==> config.mk <==
export PLATFORM = sky130hd
export DESIGN_NAME = dataflow_deadlock_monitor
export DESIGN_NICKNAME = d
export VERILOG_FILES = /design/src/rtl/dl_monitor_pkg.sv /design/src/rtl/dl_proc_status.sv /design/src/rtl/dataflow_deadlock_monitor.sv
export SDC_FILE = /design/constraint.sdc
export NUM_CORES = 1
export LEC_CHECK = 0
export CAP_MARGIN = 20
export CORE_MARGIN = 3
export CORE_UTILIZATION = 50
export CTS_CLUSTER_SIZE = 40
export DETAILED_ROUTE_END_ITERATION = 6
export GPL_ROUTABILITY_DRIVEN = 0
export HOLD_SLACK_MARGIN = 0.1
export PLACE_DENSITY_LB_ADDON = 0.1
export SYNTH_ARGS = -nofsm -noshare
export SYNTH_HDL_FRONTEND = slang
export SYNTH_SLANG_ARGS = --single-unit
==> constraint.sdc <==
create_clock -name dl_clock -period 5.3 [get_ports dl_clock]
set_input_delay 1.06 -clock dl_clock [delete_from_list [all_inputs] [get_ports dl_clock]]
set_output_delay 1.06 -clock dl_clock [all_outputs]
set_load 0.03 [all_outputs]
==> src/rtl/dl_monitor_pkg.sv <==
`default_nettype none
// ============================================================================
// Package  : dl_monitor_pkg
// Purpose  : Shared types, constants and helpers for the dataflow deadlock
//            monitor (state encoding, process-count limit, one-hot isolate).
// Ports    : none
// Revision : 1.0 - initial release
// ============================================================================
package dl_monitor_pkg;

    // Upper bound on monitored processes; vectors are padded to this width
    // whenever a width-independent helper is used.
    localparam int DL_MAX_PROC = 32;

    typedef enum logic [1:0] {
        IDLE     = 2'd0,
        COUNT    = 2'd1,
        DETECTED = 2'd2
    } dl_state_e;

    // Isolate the lowest set bit. An all-zero input maps to bit 0 so the
    // result is always a valid one-hot value.
    function automatic logic [DL_MAX_PROC-1:0] lowest_onehot(
        input logic [DL_MAX_PROC-1:0] vec
    );
        logic [DL_MAX_PROC-1:0] w_iso;
        w_iso = vec & ((~vec) + {{(DL_MAX_PROC-1){1'b0}}, 1'b1});
        if (vec == '0) begin
            w_iso = {{(DL_MAX_PROC-1){1'b0}}, 1'b1};
        end
        return w_iso;
    endfunction

endpackage
`default_nettype wire

==> src/rtl/dl_proc_status.sv <==
`default_nettype none
// ============================================================================
// Module   : dl_proc_status
// Purpose  : Per-process status slice. Registers ap_done-without-continue and
//            classifies the process as stuck (blocked or output-sync stalled)
//            or finished for the deadlock candidate evaluation.
// Ports    : dl_clock, dl_reset (sync, active-low)
//            proc_blk, proc_done, proc_continue : this process' indications
//            all_done  : AND of every process' ap_done
//            done_reg  : registered proc_done & ~proc_continue
//            stuck     : blocked on a channel or waiting at output sync
//            finished  : done and not held back by output sync
// Revision : 1.0 - initial release
// ============================================================================
module dl_proc_status
    import dl_monitor_pkg::*;
(
    input  logic dl_clock,
    input  logic dl_reset,
    input  logic proc_blk,
    input  logic proc_done,
    input  logic proc_continue,
    input  logic all_done,
    output logic done_reg,
    output logic stuck,
    output logic finished
);

    logic r_done_reg;
    logic w_osync;

    always_ff @(posedge dl_clock) begin
        if (!dl_reset) begin
            r_done_reg <= 1'b0;
        end else begin
            r_done_reg <= proc_done & ~proc_continue;
        end
    end

    // A process that has signalled done but is not yet continued is waiting
    // for its siblings, unless every process is done at the same time.
    assign w_osync  = r_done_reg & proc_done & ~all_done;

    assign stuck    = proc_blk | w_osync;
    assign finished = r_done_reg & ~w_osync;
    assign done_reg = r_done_reg;

endmodule
`default_nettype wire

==> src/rtl/dataflow_deadlock_monitor.sv <==
`default_nettype none
// ============================================================================
// Module   : dataflow_deadlock_monitor
// Purpose  : Deadlock / stall monitor for an HLS dataflow region. Reports a
//            deadlock once every unfinished process has been stuck for
//            'threshold' consecutive cycles and latches the origin process
//            and the stuck vector for debug readout.
// Ports    : dl_clock, dl_reset (sync, active-low)
//            proc_blk, proc_done, proc_continue [N_PROC] : process status
//            all_finish : region complete, suppresses detection
//            threshold  [CNT_W] : cycles required (0 behaves as 1)
//            clear      : pulse, drops detection and counter
//            dl_detect, dl_origin, dl_snapshot : detection and debug latches
//            stall_cnt  [CNT_W] : saturating consecutive-candidate count
//            done_reg   [N_PROC] : registered proc_done & ~proc_continue
// Revision : 1.0 - initial release
// ============================================================================
module dataflow_deadlock_monitor
    import dl_monitor_pkg::*;
#(
    parameter int N_PROC = 2,
    parameter int CNT_W  = 16,
    parameter int STICKY = 1
) (
    input  logic              dl_clock,
    input  logic              dl_reset,
    input  logic [N_PROC-1:0] proc_blk,
    input  logic [N_PROC-1:0] proc_done,
    input  logic [N_PROC-1:0] proc_continue,
    input  logic              all_finish,
    input  logic [CNT_W-1:0]  threshold,
    input  logic              clear,
    output logic              dl_detect,
    output logic [N_PROC-1:0] dl_origin,
    output logic [N_PROC-1:0] dl_snapshot,
    output logic [CNT_W-1:0]  stall_cnt,
    output logic [N_PROC-1:0] done_reg
);

    logic [N_PROC-1:0]      w_done_reg;
    logic [N_PROC-1:0]      w_stuck;
    logic [N_PROC-1:0]      w_finished;
    logic                   w_all_done;
    logic                   w_candidate;
    logic [DL_MAX_PROC-1:0] w_stuck_pad;
    logic [DL_MAX_PROC-1:0] w_origin_full;
    logic [N_PROC-1:0]      w_origin;
    logic [CNT_W:0]         w_cnt_inc;
    logic [CNT_W:0]         w_thr_eff;
    logic                   w_hit;
    logic [CNT_W-1:0]       w_cnt_sat;

    dl_state_e              r_state;
    logic [CNT_W-1:0]       r_cnt;
    logic                   r_detect;
    logic [N_PROC-1:0]      r_origin;
    logic [N_PROC-1:0]      r_snapshot;

    assign w_all_done = &proc_done;

    generate
        for (genvar gi = 0; gi < N_PROC; gi++) begin : g_proc
            dl_proc_status u_status (
                .dl_clock      (dl_clock),
                .dl_reset      (dl_reset),
                .proc_blk      (proc_blk[gi]),
                .proc_done     (proc_done[gi]),
                .proc_continue (proc_continue[gi]),
                .all_done      (w_all_done),
                .done_reg      (w_done_reg[gi]),
                .stuck         (w_stuck[gi]),
                .finished      (w_finished[gi])
            );
        end
    endgenerate

    // Deadlock candidate: something is stuck and nothing is making progress.
    // all_finish is folded in here, so it drops IDLE/COUNT back to IDLE and
    // only a sticky detection survives it.
    assign w_candidate = ~all_finish & (|w_stuck) & (&(w_stuck | w_finished));

    always_comb begin
        w_stuck_pad               = '0;
        w_stuck_pad[N_PROC-1:0]   = w_stuck;
    end

    assign w_origin_full = lowest_onehot(w_stuck_pad);
    assign w_origin      = w_origin_full[N_PROC-1:0];

    // Bits above N_PROC are always zero because the input padding is zero.
    generate
        if (N_PROC < DL_MAX_PROC) begin : g_origin_hi
            logic w_origin_hi_unused;
            assign w_origin_hi_unused = |w_origin_full[DL_MAX_PROC-1:N_PROC];
        end
    endgenerate

    // Counter arithmetic is one bit wider so the compare against the
    // threshold stays correct at saturation.
    assign w_cnt_inc = {1'b0, r_cnt} + {{CNT_W{1'b0}}, 1'b1};
    assign w_thr_eff = (threshold == '0) ? {{CNT_W{1'b0}}, 1'b1} : {1'b0, threshold};
    assign w_hit     = (w_cnt_inc >= w_thr_eff);
    assign w_cnt_sat = w_cnt_inc[CNT_W] ? r_cnt : w_cnt_inc[CNT_W-1:0];

    always_ff @(posedge dl_clock) begin
        if (!dl_reset) begin
            r_state    <= IDLE;
            r_cnt      <= '0;
            r_detect   <= 1'b0;
            r_origin   <= '0;
            r_snapshot <= '0;
        end else if (clear) begin
            r_state    <= IDLE;
            r_cnt      <= '0;
            r_detect   <= 1'b0;
            r_origin   <= '0;
            r_snapshot <= '0;
        end else begin
            case (r_state)
                // IDLE counts its first candidate edge itself, so a threshold
                // of 1 detects on that very edge.
                IDLE, COUNT: begin
                    if (w_candidate) begin
                        r_cnt <= w_cnt_sat;
                        if (w_hit) begin
                            r_state    <= DETECTED;
                            r_detect   <= 1'b1;
                            r_origin   <= w_origin;
                            r_snapshot <= w_stuck;
                        end else begin
                            r_state    <= COUNT;
                        end
                    end else begin
                        r_state <= IDLE;
                        r_cnt   <= '0;
                    end
                end
                DETECTED: begin
                    if (w_candidate) begin
                        r_cnt <= w_cnt_sat;
                    end else begin
                        r_cnt <= '0;
                        if (STICKY == 0) begin
                            r_state  <= IDLE;
                            r_detect <= 1'b0;
                        end
                    end
                end
                default: begin
                    r_state  <= IDLE;
                    r_cnt    <= '0;
                    r_detect <= 1'b0;
                end
            endcase
        end
    end

    assign dl_detect   = r_detect;
    assign dl_origin   = r_origin;
    assign dl_snapshot = r_snapshot;
    assign stall_cnt   = r_cnt;
    assign done_reg    = w_done_reg;

endmodule
`default_nettype wire

==> run_results.csv, run 1 <==
group,metric,value,unit
outcome,status,"finished clean",
pwr,p_total,0.3178,mW
setup_path,slowest_delay,0.52,ns
sta,tightestPinTransition,0.5555,ns
placed_design,dp_hpwl,2.982,mm
min_path,hold_class,"register to register",
synth,synth_fa_ha_area_frac,0.1347,
setup_path,cp.required,5.58,ns
synth,synth_top_family_by_area,"simple AND/OR/NAND/NOR gates",
sta,skew,0.008252,ns
finish,design_area,0.002115,mm^2
finish,num_antenna_cells,0,
sta,rsz0062_at_grt,"no",
cts,postCtsSetupRepairBufs,0,
synth,synth_common_cells,"inv_1, dfxtp_1, a21oi_1, ha_1, nand2_1",
setup_path,path_cells,"ha_1 -> nand3_1 -> nor2_1 -> and2_1 -> xnor2_1 -> inv_1 -> ha_1 -> nand2_1 -> nor2_1 -> nand2_1 -> o31a_1 -> a311o_4 -> nor4_4 -> o21ba_1",
grt,use_met3,0.04505,
setup_path,endpoint_kind,"register",
cts,h-tree-depth,1,
sta,layout_min_cycle_time,3.517,ns
setup_path,worst-path-max-fanout,7,
grt,antenna_found_initial,0,
grt,busiest_layer,"met2",
synth,synth_edf_count,0,
setup_path,crit_family,"simple AND/OR/NAND/NOR gates",
cts,post_cts_resized,0,
pwr,irDropWorstVdd,0.1717,mV
synth,syn_nets,234,
synth,synth_ff_type,"dfxtp_1",
synth,syn_area_per_cell,8.267,um^2
detailed_routing,vias,1479,
sta,maxSlewViolCount,0,
synth,synth_most_common_cell,"inv_1",
grt,overflow,0,
sta,hold_viol,0,
synth,ys_ff_latch,25,
detailed_routing,wire_per_inst,12.96,um
detailed_routing,final_antenna_net_count,0,
finish,final_nets,282,
detailed_routing,drtIter0Drc,68,
synth,yosys_warnings,0,
grt,grtUsageTotal,0.1972,
pwr,p_leak,1.019,nW
cts,ctsHoldBuffers,0,
synth,syn_area,0.001579,mm^2
flow_run,maxCapViolations,0,
die,coreArea,0.002877,mm^2
synth,synth_top_area_frac,0.3170,
cts,cts_root_buf,"clkbuf_4",
cts,clk_latency,0.32,ns
sta,fin_setup_tns,0,ns
finish,synthToLayoutAreaGrowth,33.91,%
synth,synthSimpleGateAreaFrac,0.2163,
cts,cts_tree,"done",
grt,use_met2,0.3468,
die,num_rows,19,
setup_path,arrival,3.80,ns
die,die_h,62.20,um
grt,grt_pass1_wl,6.444,mm
grt,grtUsageMet1,0.2389,
synth,synthArstFlopShare,0,
detailed_routing,viasPerCell,5.282,
finish,fillers,225,
setup_path,crit_path_top_delay_cell,"dfxtp_1",
die,start_util,0.5489,
cts,clockBufferDepth,2,
pwr,pwr_density_cell,150.3,mW/mm^2
die,boundaryPins,49,
cts,cts_sinks,25,
synth,synth_cells,191,
setup_path,path_class,"register to register",
sta,clock.fmax,284.4,MHz
die,dieArea,0.003868,mm^2
detailed_routing,wirelength,3.629,mm
synth,synth.area.mux_share,0.01268,
finish,layout-drive-gt1-share,0.03361,
setup_path,path_buf_inv,1,
grt,grt_max_degree,19,
detailed_routing,drc_errors,0,
synth,yosysTopAreaCell,"dfxtp_1",
cts,clk_pin_slew_worst_paths,0.14,ns
synth,synth_cell_types,40,
sta,fin_crit_sh,0.6635,
synth,synth_area_leaders,"dfxtp_1, ha_1, inv_1",
synth,synth-compound-area-share,0.1426,
sta,setup_viol_count_final,0,
cts,numCtsBuffers,3,
placed_design,portBuffers,48,
setup_path,worstSetupStartpointType,"register",
die,die_x,62.20,um
synth,yosysSeqAreaShare,0.3170,
placed_design,placed_area,0.002085,mm^2
grt,first_global_vias,1455,
synth,yosys.area_share.xor_xnor,0.08320,
finish,largest_reg_flops,16,
detailed_routing,dr.pass1.iters,4,
sta,relSlewSlack,0.6288,
-- cell usage in the layout, fill, tap and decap left out, types with 2 or more instances in the layout --
master and n:
nand2_1 14, clkbuf_4 3, nand2b_1 3, and2_1 2
nor2_1 13, inv_1 32, clkdlybuf4s50_1 48, nor4_1 3
a21o_1 2, nor3_1 4, and4_1 3, dfxtp_1 25
ha_1 17, a21oi_1 21, xnor2_1 10, nand4_1 3
nor2b_1 2, mux2i_1 2, nand3_1 4, and3_1 4
xor2_1 5
-- power breakdown --
| part | switching (mW) | leakage (nW) | internal (mW) |
|---|---|---|---|
| clock | 0.0582 | 0.0139 | 0.0289 |
| combinational | 0.0168 | 0.804 | 0.0242 |
| sequential | 0.000953 | 0.202 | 0.189 |
-- worst reg2reg max path, cell delays in order, from the launching register on --
cell and delay [ns]:
dfxtp_1 0.52, ha_1 0.24, nand3_1 0.15, nor2_1 0.44, and2_1 0.22, xnor2_1 0.17
inv_1 0.08, ha_1 0.30, nand2_1 0.06, nor2_1 0.12, nand2_1 0.08, o31a_1 0.28
a311o_4 0.43, nor4_4 0.21, o21ba_1 0.18
-- cell families after synthesis --
family	after synthesis
AOI/OAI and AO/OA	35
adders and majority gates	17
and+or+nand+nor	60
buffers and inverters	37
DFF	25
xor gates and xnor gates	15
muxes	2
-- per-stage QoR --
stage,utilization,hold slack (ns),std cells,worst slack [ns]
finish,0.7351,0.4798,280,1.783
global route,0.7351,0.5008,280,1.559
CTS,0.7351,0.4740,280,1.769
detailed placement,0.7247,0.4493,276,1.767
global placement,0.7247,0.4524,276,1.848
floorplan,-,0.4852,191,2.078
-- layer usage --
metal | up-vias | routed length (um)
met5 | - | 0
met4 | 0 | 44
met3 | 5 | 236
met2 | 43 | 1817
met1 | 689 | 1531
li1 | 742 | -
-- layout make-up --
| type | count | area, um^2 | area share |
|---|---|---|---|
| clock inverter | 1 | 7.507 | 0.003550 |
| clock buffer | 3 | 22.52 | 0.01065 |
| inverter | 32 | 120.1 | 0.05680 |
| tap | 42 | 52.55 | 0.02485 |
| sequential | 25 | 500.5 | 0.2367 |
| timing repair buffer | 48 | 480.5 | 0.2272 |
| multi-input combinational | 129 | 930.9 | 0.4402 |
-- path summary, 6_finish.rpt --
check	start	end	slack, ns	depth (start not counted)
setup reg to reg	stall_cnt[0]$_SDFFE_PP0N_	dl_origin[1]$_SDFFE_PP0P_	1.78	14
hold reg to reg	dl_detect$_SDFFE_PP0P_	dl_detect$_SDFFE_PP0P_	0.48	2
setup / recovery	stall_cnt[0]$_SDFFE_PP0N_	dl_origin[1]$_SDFFE_PP0P_	1.78	14
hold / removal	dl_detect$_SDFFE_PP0P_	dl_detect$_SDFFE_PP0P_	0.48	2
No activity file was read; power rests on OpenSTA's default activity.
==> run 2, diff against run 1 <==
--- a/config.mk
+++ b/config.mk
@@ -7,7 +7,7 @@
 export LEC_CHECK = 0
 export CAP_MARGIN = 20
 export CORE_MARGIN = 3
-export CORE_UTILIZATION = 50
+export CORE_UTILIZATION = 46
 export CTS_CLUSTER_SIZE = 40
 export DETAILED_ROUTE_END_ITERATION = 6
 export GPL_ROUTABILITY_DRIVEN = 0
==> constraint.sdc (replaced) <==
create_clock -name dl_clock -period 3.5 [get_ports dl_clock]
set_input_delay 0.7 -clock dl_clock [delete_from_list [all_inputs] [get_ports dl_clock]]
set_output_delay 0.7 -clock dl_clock [all_outputs]
set_load 0.03 [all_outputs]
==> run_results.csv, run 2 (synthesis gave the netlist of run 1 again) <==
group,metric,value,unit
outcome,status,"finished clean",
cts,clk_latency,0.32,ns
setup_path,endpoint_kind,"register",
detailed_routing,vias,1466,
setup_path,crit_path_top_delay_cell,"dfxtp_1",
cts,cts_sinks,25,
cts,numCtsBuffers,3,
grt,use_met3,0.04159,
grt,busiest_layer,"met2",
die,coreArea,0.003153,mm^2
die,dieArea,0.004172,mm^2
min_path,hold_class,"register to register",
finish,final_common_cell,"clkdlybuf4s50_1",
placed_design,dp_hpwl,3.120,mm
setup_path,worst-path-max-fanout,7,
finish,synthToLayoutAreaGrowth,34.39,%
flow_run,maxCapViolations,0,
cts,clk_pin_slew_worst_paths,0.13,ns
cts,clockBufferDepth,2,
grt,grt_max_degree,19,
placed_design,portBuffers,48,
setup_path,path_class,"register to register",
setup_path,arrival,3.47,ns
cts,ctsHoldBuffers,0,
detailed_routing,dr.pass1.iters,4,
detailed_routing,wire_per_inst,13.20,um
cts,post_cts_resized,0,
die,die_x,64.59,um
grt,first_global_vias,1476,
detailed_routing,viasPerCell,5.180,
detailed_routing,drc_errors,0,
sta,tightestPinTransition,0.5396,ns
finish,num_antenna_cells,0,
sta,skew,0.004809,ns
grt,use_met2,0.3376,
pwr,irDropWorstVdd,0.1556,mV
cts,postCtsSetupRepairBufs,0,
setup_path,worstSetupStartpointType,"register",
setup_path,path_cells,"ha_1 -> nand3_1 -> nor2_1 -> buf_4 -> xnor2_1 -> inv_1 -> ha_1 -> nand4_1 -> nand2b_1 -> a31o_1 -> a311o_4 -> and2_0 -> o21ba_1",
sta,layout_min_cycle_time,3.244,ns
grt,overflow,0,
cts,cts_root_buf,"clkbuf_4",
setup_path,path_buf_inv,2,
cts,cts_tree,"done",
sta,fin_setup_tns,0,ns
setup_path,cp.required,3.73,ns
pwr,pwr_density_cell,225.9,mW/mm^2
detailed_routing,final_antenna_net_count,0,
setup_path,crit_family,"compound AO/OA/AOI/OAI gates",
finish,largest_reg_flops,16,
pwr,p_leak,1.029,nW
detailed_routing,wirelength,3.736,mm
die,start_util,0.5008,
sta,hold_viol,0,
sta,maxSlewViolCount,0,
grt,grtUsageMet1,0.2343,
grt,grt_pass1_wl,6.541,mm
setup_path,slowest_delay,0.47,ns
die,die_h,64.59,um
finish,final_core_util,0.6730,
grt,grtUsageTotal,0.1929,
sta,relSlewSlack,0.6394,
sta,rsz0062_at_grt,"no",
sta,setup_viol_count_final,0,
die,num_rows,20,
finish,final_nets,283,
finish,layout_common_cells,"clkdlybuf4s50_1, inv_1, dfxtp_1",
setup_path,cpMostUsedCell,"ha_1",
cts,h-tree-depth,1,
grt,antenna_found_initial,0,
sta,fin_crit_sh,0.9269,
detailed_routing,drtIter0Drc,63,
die,boundaryPins,49,
finish,layout-drive-gt1-share,0.03766,
sta,clock.fmax,308.3,MHz
[run 2: cell types whose count changed in the layout (fill, tap and decap cells not counted), sizes merged]
cell      before  now
buf            0    1
clkinv         0    1
clkinvlp       1    0
[run 2: path summary, 6_finish.rpt]
kind	from	to	slack [ns]	depth (start not counted)
worst max-delay path	stall_cnt[0]$_SDFFE_PP0N_	dl_origin[1]$_SDFFE_PP0P_	0.26	13
worst min-delay path	dl_detect$_SDFFE_PP0P_	dl_detect$_SDFFE_PP0P_	0.51	2
worst max register to register	stall_cnt[0]$_SDFFE_PP0N_	dl_origin[1]$_SDFFE_PP0P_	0.26	13
worst min register to register	dl_detect$_SDFFE_PP0P_	dl_detect$_SDFFE_PP0P_	0.51	2
[run 2: worst reg2reg max path: stages, from the launching register on]
cell and delay (ns):
dfxtp_1 0.47, ha_1 0.24, nand3_1 0.16, nor2_1 0.25, buf_4 0.18, xnor2_1 0.15
inv_1 0.09, ha_1 0.32, nand4_1 0.11, nand2b_1 0.17, a31o_1 0.25, a311o_4 0.46
and2_0 0.17, o21ba_1 0.16
[run 2: area by class of cell]
class,count,area [um^2]
Multi-Input combinational cell,129,930.9
Clock inverter,1,5.005
Fill cell,291,1031
Timing Repair Buffer,49,488.0
Sequential cell,25,500.5
Tap cell,44,55.05
Clock buffer,3,22.52
Inverter,32,120.1
[run 2: metrics by stage]
step	cells	area (um^2)	setup WS, ns	power, mW	hold WS (ns)
floorplan	191	1579	0.2782	0.3178	0.4852
global placement	279	2095	0.3457	0.3532	0.4658
detailed placement	279	2095	0.2980	0.3554	0.4851
CTS	283	2122	0.2669	0.4846	0.5127
global route	283	2122	0.006143	0.5047	0.5361
finish	283	2122	0.2560	0.4795	0.5054
[run 2: routing by layer]
metal	share of wire	wire length, um
met5	0	0
met4	0.0088	33
met3	0.062	232
met2	0.50	1879
met1	0.43	1591
[run 2: power breakdown]
group	total, mW	leakage [nW]	internal (mW)	switching (mW)
registers	0.287	0.202	0.286	0.00126
logic	0.0622	0.809	0.0365	0.0257
clock network	0.130	0.0177	0.0428	0.0872
